File: src/rtl/decode_execute_stage_reg.sv
// ID->EX pipeline register with stall/flush control, WB write-through into the
// latched operands, and a saturating count of inserted bubbles.
module decode_execute_stage_reg #(
  parameter int DATA_WIDTH     = 32,
  parameter int REG_ADDR_WIDTH = 5,
  parameter int ALU_OP_WIDTH   = 4,
  parameter int CTRL_WIDTH     = 4,
  parameter int CNT_WIDTH      = 16
) (
  input  logic                      clk,
  input  logic                      reset,
  input  logic                      stall_i,
  input  logic                      flush_i,
  input  logic                      valid_in,
  input  logic [DATA_WIDTH-1:0]     pc_in,
  input  logic [DATA_WIDTH-1:0]     immediate_in,
  input  logic [DATA_WIDTH-1:0]     read_data_1_in,
  input  logic [DATA_WIDTH-1:0]     read_data_2_in,
  input  logic [REG_ADDR_WIDTH-1:0] rs1_in,
  input  logic [REG_ADDR_WIDTH-1:0] rs2_in,
  input  logic [REG_ADDR_WIDTH-1:0] write_register_in,
  input  logic [ALU_OP_WIDTH-1:0]   alu_operation_in,
  input  logic [CTRL_WIDTH-1:0]     ctrl_in,
  input  logic                      write_in,
  input  logic                      wb_write_i,
  input  logic [REG_ADDR_WIDTH-1:0] wb_register_i,
  input  logic [DATA_WIDTH-1:0]     wb_data_i,
  output logic                      valid_out,
  output logic [DATA_WIDTH-1:0]     pc_out,
  output logic [DATA_WIDTH-1:0]     immediate_out,
  output logic [DATA_WIDTH-1:0]     read_data_1_out,
  output logic [DATA_WIDTH-1:0]     read_data_2_out,
  output logic [REG_ADDR_WIDTH-1:0] rs1_out,
  output logic [REG_ADDR_WIDTH-1:0] rs2_out,
  output logic [REG_ADDR_WIDTH-1:0] write_register_out,
  output logic [ALU_OP_WIDTH-1:0]   alu_operation_out,
  output logic [CTRL_WIDTH-1:0]     ctrl_out,
  output logic                      write_out,
  output logic [CNT_WIDTH-1:0]      bubble_count_out
);

  logic                      valid_q, valid_d;
  logic [DATA_WIDTH-1:0]     pc_q, pc_d;
  logic [DATA_WIDTH-1:0]     imm_q, imm_d;
  logic [DATA_WIDTH-1:0]     rd1_q, rd1_d;
  logic [DATA_WIDTH-1:0]     rd2_q, rd2_d;
  logic [REG_ADDR_WIDTH-1:0] rs1_q, rs1_d;
  logic [REG_ADDR_WIDTH-1:0] rs2_q, rs2_d;
  logic [REG_ADDR_WIDTH-1:0] rd_q, rd_d;
  logic [ALU_OP_WIDTH-1:0]   aluop_q, aluop_d;
  logic [CTRL_WIDTH-1:0]     ctrl_q, ctrl_d;
  logic                      write_q, write_d;
  logic [CNT_WIDTH-1:0]      cnt_q, cnt_d;

  logic wb_nz;
  logic hit1_load, hit2_load, hit1_stall, hit2_stall;
  logic bubble;

  // A WB write to x0 is architecturally discarded, so it must never forward.
  assign wb_nz      = wb_write_i && (wb_register_i != '0);
  assign hit1_load  = wb_nz && (wb_register_i == rs1_in);
  assign hit2_load  = wb_nz && (wb_register_i == rs2_in);
  assign hit1_stall = wb_nz && (wb_register_i == rs1_q);
  assign hit2_stall = wb_nz && (wb_register_i == rs2_q);

  always_comb begin
    valid_d = valid_q;
    pc_d    = pc_q;
    imm_d   = imm_q;
    rd1_d   = rd1_q;
    rd2_d   = rd2_q;
    rs1_d   = rs1_q;
    rs2_d   = rs2_q;
    rd_d    = rd_q;
    aluop_d = aluop_q;
    ctrl_d  = ctrl_q;
    write_d = write_q;
    bubble  = 1'b0;

    if (flush_i) begin
      valid_d = 1'b0;
      pc_d    = '0;
      imm_d   = '0;
      rd1_d   = '0;
      rd2_d   = '0;
      rs1_d   = '0;
      rs2_d   = '0;
      rd_d    = '0;
      aluop_d = '0;
      ctrl_d  = '0;
      write_d = 1'b0;
      bubble  = 1'b1;
    end else if (stall_i) begin
      // A held instruction keeps snooping WB so its operands do not go stale.
      if (valid_q && hit1_stall) rd1_d = wb_data_i;
      if (valid_q && hit2_stall) rd2_d = wb_data_i;
    end else begin
      valid_d = valid_in;
      pc_d    = pc_in;
      imm_d   = immediate_in;
      rd1_d   = hit1_load ? wb_data_i : read_data_1_in;
      rd2_d   = hit2_load ? wb_data_i : read_data_2_in;
      rs1_d   = rs1_in;
      rs2_d   = rs2_in;
      rd_d    = write_register_in;
      aluop_d = alu_operation_in;
      ctrl_d  = valid_in ? ctrl_in : '0;
      write_d = write_in && valid_in && (write_register_in != '0);
      bubble  = !valid_in;
    end

    cnt_d = (bubble && (cnt_q != '1)) ? cnt_q + CNT_WIDTH'(1) : cnt_q;
  end

  always_ff @(posedge clk) begin
    if (reset) begin
      valid_q <= 1'b0;
      pc_q    <= '0;
      imm_q   <= '0;
      rd1_q   <= '0;
      rd2_q   <= '0;
      rs1_q   <= '0;
      rs2_q   <= '0;
      rd_q    <= '0;
      aluop_q <= '0;
      ctrl_q  <= '0;
      write_q <= 1'b0;
      cnt_q   <= '0;
    end else begin
      valid_q <= valid_d;
      pc_q    <= pc_d;
      imm_q   <= imm_d;
      rd1_q   <= rd1_d;
      rd2_q   <= rd2_d;
      rs1_q   <= rs1_d;
      rs2_q   <= rs2_d;
      rd_q    <= rd_d;
      aluop_q <= aluop_d;
      ctrl_q  <= ctrl_d;
      write_q <= write_d;
      cnt_q   <= cnt_d;
    end
  end

  assign valid_out          = valid_q;
  assign pc_out             = pc_q;
  assign immediate_out      = imm_q;
  assign read_data_1_out    = rd1_q;
  assign read_data_2_out    = rd2_q;
  assign rs1_out            = rs1_q;
  assign rs2_out            = rs2_q;
  assign write_register_out = rd_q;
  assign alu_operation_out  = aluop_q;
  assign ctrl_out           = ctrl_q;
  assign write_out          = write_q;
  assign bubble_count_out   = cnt_q;

endmodule

File: config.mk
export PLATFORM = sky130hd
export DESIGN_NAME = decode_execute_stage_reg
export DESIGN_NICKNAME = d
export VERILOG_FILES = /design/src/rtl/decode_execute_stage_reg.sv
export SDC_FILE = /design/constraint.sdc
export NUM_CORES = 1
export LEC_CHECK = 0
export CAP_MARGIN = 5
export CORE_AREA = 4 4 138 140
export DETAILED_ROUTE_END_ITERATION = 10
export DIE_AREA = 0 0 142 144
export DONT_BUFFER_PORTS = 1
export PLACE_DENSITY = 0.55
export SYNTH_ARGS = -nofsm -noshare
export SYNTH_HDL_FRONTEND = slang
export SYNTH_SLANG_ARGS = --single-unit
File: constraint.sdc
create_clock -name clk -period 6 [get_ports clk]
set_input_delay 0.9 -clock clk [delete_from_list [all_inputs] [get_ports clk]]
set_output_delay 0.9 -clock clk [all_outputs]
set_load 0.1 [all_outputs]
==> impl_metrics.env <==
export IMPL_dieWidth_um=142
export IMPL_clk_pin_slew_worst_paths_ns=0.08
export IMPL_layout_commonest_cell="dfxtp_1"
export IMPL_status="finished, final reports clean"
export IMPL_ys_warn_count=0
export IMPL_rsz0062_at_grt="no"
export IMPL_syn_area_per_cell_sq_um=9.518
export IMPL_setup_violations=0
export IMPL_hold_buffers=0
export IMPL_drc=0
export IMPL_p_leak_nw=3.003
export IMPL_avgViaCountPerCell=5.641
export IMPL_drv_cap=0
export IMPL_vias=5257
export IMPL_arrival_ns=3.23
export IMPL_critical_path_class="flip-flop to flip-flop"
export IMPL_ctsLongestPathBuffers=2
export IMPL_synthArstFlopShare_pct=0
export IMPL_antennaDiodeCount=0
export IMPL_syn_num_nets=919
export IMPL_fin_nets=886
export IMPL_r2r_cells=5
export IMPL_fmax_mhz=346.9
export IMPL_grt_pass1_wl_um=30110
export IMPL_min_path_type="input port to flip-flop"
export IMPL_ctsHtreeMaxLevel=4
export IMPL_power_mw=2.800
export IMPL_clk_latency_ns=0.42
export IMPL_area_growth_pct=10.07
export IMPL_fill_cells=1704
export IMPL_dp_cells=900
export IMPL_cts_setup_buffers=0
export IMPL_syn_inst=723
export IMPL_start_kind="flip-flop"
export IMPL_cp_num_cells=5
export IMPL_fin_hold_ws_ns=0.5388
export IMPL_grt_max_degree=96
export IMPL_ys_seq_elements=169
export IMPL_drive_gt1_share_pct=6.970
export IMPL_setup_worst_path_end_class="flip-flop"
export IMPL_port_buffers=0
export IMPL_first_pass_iters=4
export IMPL_final_cells=932
export IMPL_period_needed_ns=2.883
export IMPL_cts_resized=0
export IMPL_peakVddDrop_v=0.0001757
export IMPL_coreArea_sq_um=17840
export IMPL_ys_seq_area_share_pct=49.16
export IMPL_min_path_cells=1
export IMPL_cts_root_buffer_cell="clkbuf_16"
export IMPL_row_count=49
export IMPL_setup_slack_ns=3.117
export IMPL_die_h_um=144
export IMPL_ant_nets=0
export IMPL_hpwl_um=15140
export IMPL_hold_viol=0
export IMPL_drt_wl_total_um=20670
export IMPL_min_period_over_period_pct=48.04
export IMPL_gp_congestion=0.8563
export IMPL_tightestPinTransition_ns=1.168
export IMPL_antenna_found_initial=0
export IMPL_track_usage_pct=18.92
export IMPL_grt_pass1_vias=5257
export IMPL_synth_edff_count=0
export IMPL_slew_violations=0
export IMPL_start_util_pct=38.57
export IMPL_avgRoutedWirePerCell_um=22.18
export IMPL_skew_ns=0.01113
export IMPL_crit_family="compound AO/OA/AOI/OAI gates"
export IMPL_critPathRequiredTime_ns=6.35
export IMPL_place_ws_ns=2.848
export IMPL_cp_max_fo=64
export IMPL_crit_chain="o211ai_2 > o41ai_4 > buf_4 > o21ai_0 > a21oi_1"
export IMPL_cp_num_buf_inv=1
export IMPL_final_cell_mix="dfxtp_1, mux2i_1, nor2_1, a21oi_1, o21ai_0"
export IMPL_setup_tns_ns=0
export IMPL_synth_distinct_cells=47
export IMPL_first_iter_violations=233
export IMPL_netlist_area_sq_um=6882
export IMPL_cts_tree="yes"
export IMPL_p_per_area_nw_per_um2=369.6
export IMPL_synth_flop_cell="dfxtp_1"
export IMPL_max_stage_delay_ns=1.09
export IMPL_die_area_sq_um=20450
export IMPL_cts_sinks=169
export IMPL_cts_inserted_buffers=17
export IMPL_ioPinCount=364
export IMPL_grt_overflow=0
export IMPL_cp_slowest_cell="dfxtp_1"
export IMPL_slew_headroom_pct=22.05
worst reg2reg max path, cell delays in order (launching register included):
cell and delay, ns:
dfxtp_1 1.09, o211ai_2 0.35, o41ai_4 0.44, buf_4 0.54
o21ai_0 0.22, a21oi_1 0.16
area by class of cell:
cell class	count	area, sq um	share of cell area (%)
Inverter	2	7.507	0.09911
Timing Repair Buffer	5	37.54	0.4955
Clock buffer	17	425.4	5.616
Sequential cell	169	3383	44.66
Multi-Input combinational cell	495	3236	42.72
Tap cell	229	286.5	3.783
Clock inverter	15	198.9	2.626
flip-flops by register name (all words and copies together) (netlist names):
register            cells
read_data_1_out        32
read_data_2_out        32
ctrl_out                4
rs1_out                 5
rs2_out                 5
write_out               1
bubble_count_out       16
immediate_out          32
valid_out               1
write_register_out      5
alu_operation_out       4
pc_out                 32
synth_stat cells (all sizes together) (3+ instances only):
| library cell | n | area [sq um] |
|---|---|---|
| a22oi | 18 | 135.1 |
| a21oi | 88 | 440.4 |
| or4 | 3 | 26.27 |
| nand4 | 4 | 25.02 |
| nand3 | 22 | 110.1 |
| o41ai | 3 | 41.29 |
| nand2 | 24 | 90.09 |
| xor2 | 9 | 78.83 |
| mux2i | 116 | 1161 |
| and3 | 3 | 18.77 |
| xnor2 | 21 | 183.9 |
| clkbuf | 30 | 112.6 |
| nor2 | 102 | 382.9 |
| buf | 27 | 185.2 |
| o21ai | 54 | 274.0 |
| dfxtp | 169 | 3383 |
through the flow:
| stage | area, sq um | util, % |
|---|---|---|
| 2_1_floorplan | 6882 | - |
| 3_3_place_gp | 6950 | 38.96 |
| 3_5_place_dp | 6950 | 38.96 |
| 4_1_cts | 7575 | 42.46 |
| 5_1_grt | 7575 | 42.46 |
| 6_report | 7575 | 42.46 |
power breakdown:
part,internal (mW),switching [mW]
clock,0.640,0.508
sequential,1.16,0.325
combinational,0.0744,0.0913
total,1.88,0.924
logic make-up after synthesis:
logic type	share of synthesized area, %
buffers and inverters	4.436
muxes	16.87
adders and majority gates	0.1818
DFF	49.16
AOI/OAI and AO/OA	14.93
and+or+nand+nor	10.60
xor gates and xnor gates	3.818
metal layers:
| metal | share of wire [%] | wire (um) | up-vias | track usage [%] |
|---|---|---|---|---|
| li1 | - | - | 2486 | - |
| met1 | 37 | 7616 | 2475 | 21.02 |
| met2 | 50 | 10430 | 278 | 32.97 |
| met3 | 11 | 2290 | 18 | 8.168 |
| met4 | 1.6 | 338 | 0 | 5.606 |
| met5 | 0 | 0 | - | 0 |
path summary, 6_finish.rpt:
kind | from | end | slack (ns)
worst max-delay path | valid_out | read_data_2_out[9] | 3.12
worst min-delay path | reset | bubble_count_out[10] | 0.54
worst max register to register | valid_out | read_data_2_out[9] | 3.12
worst min register to register | write_out | write_out | 0.98
(Power assumes the default switching activity.)
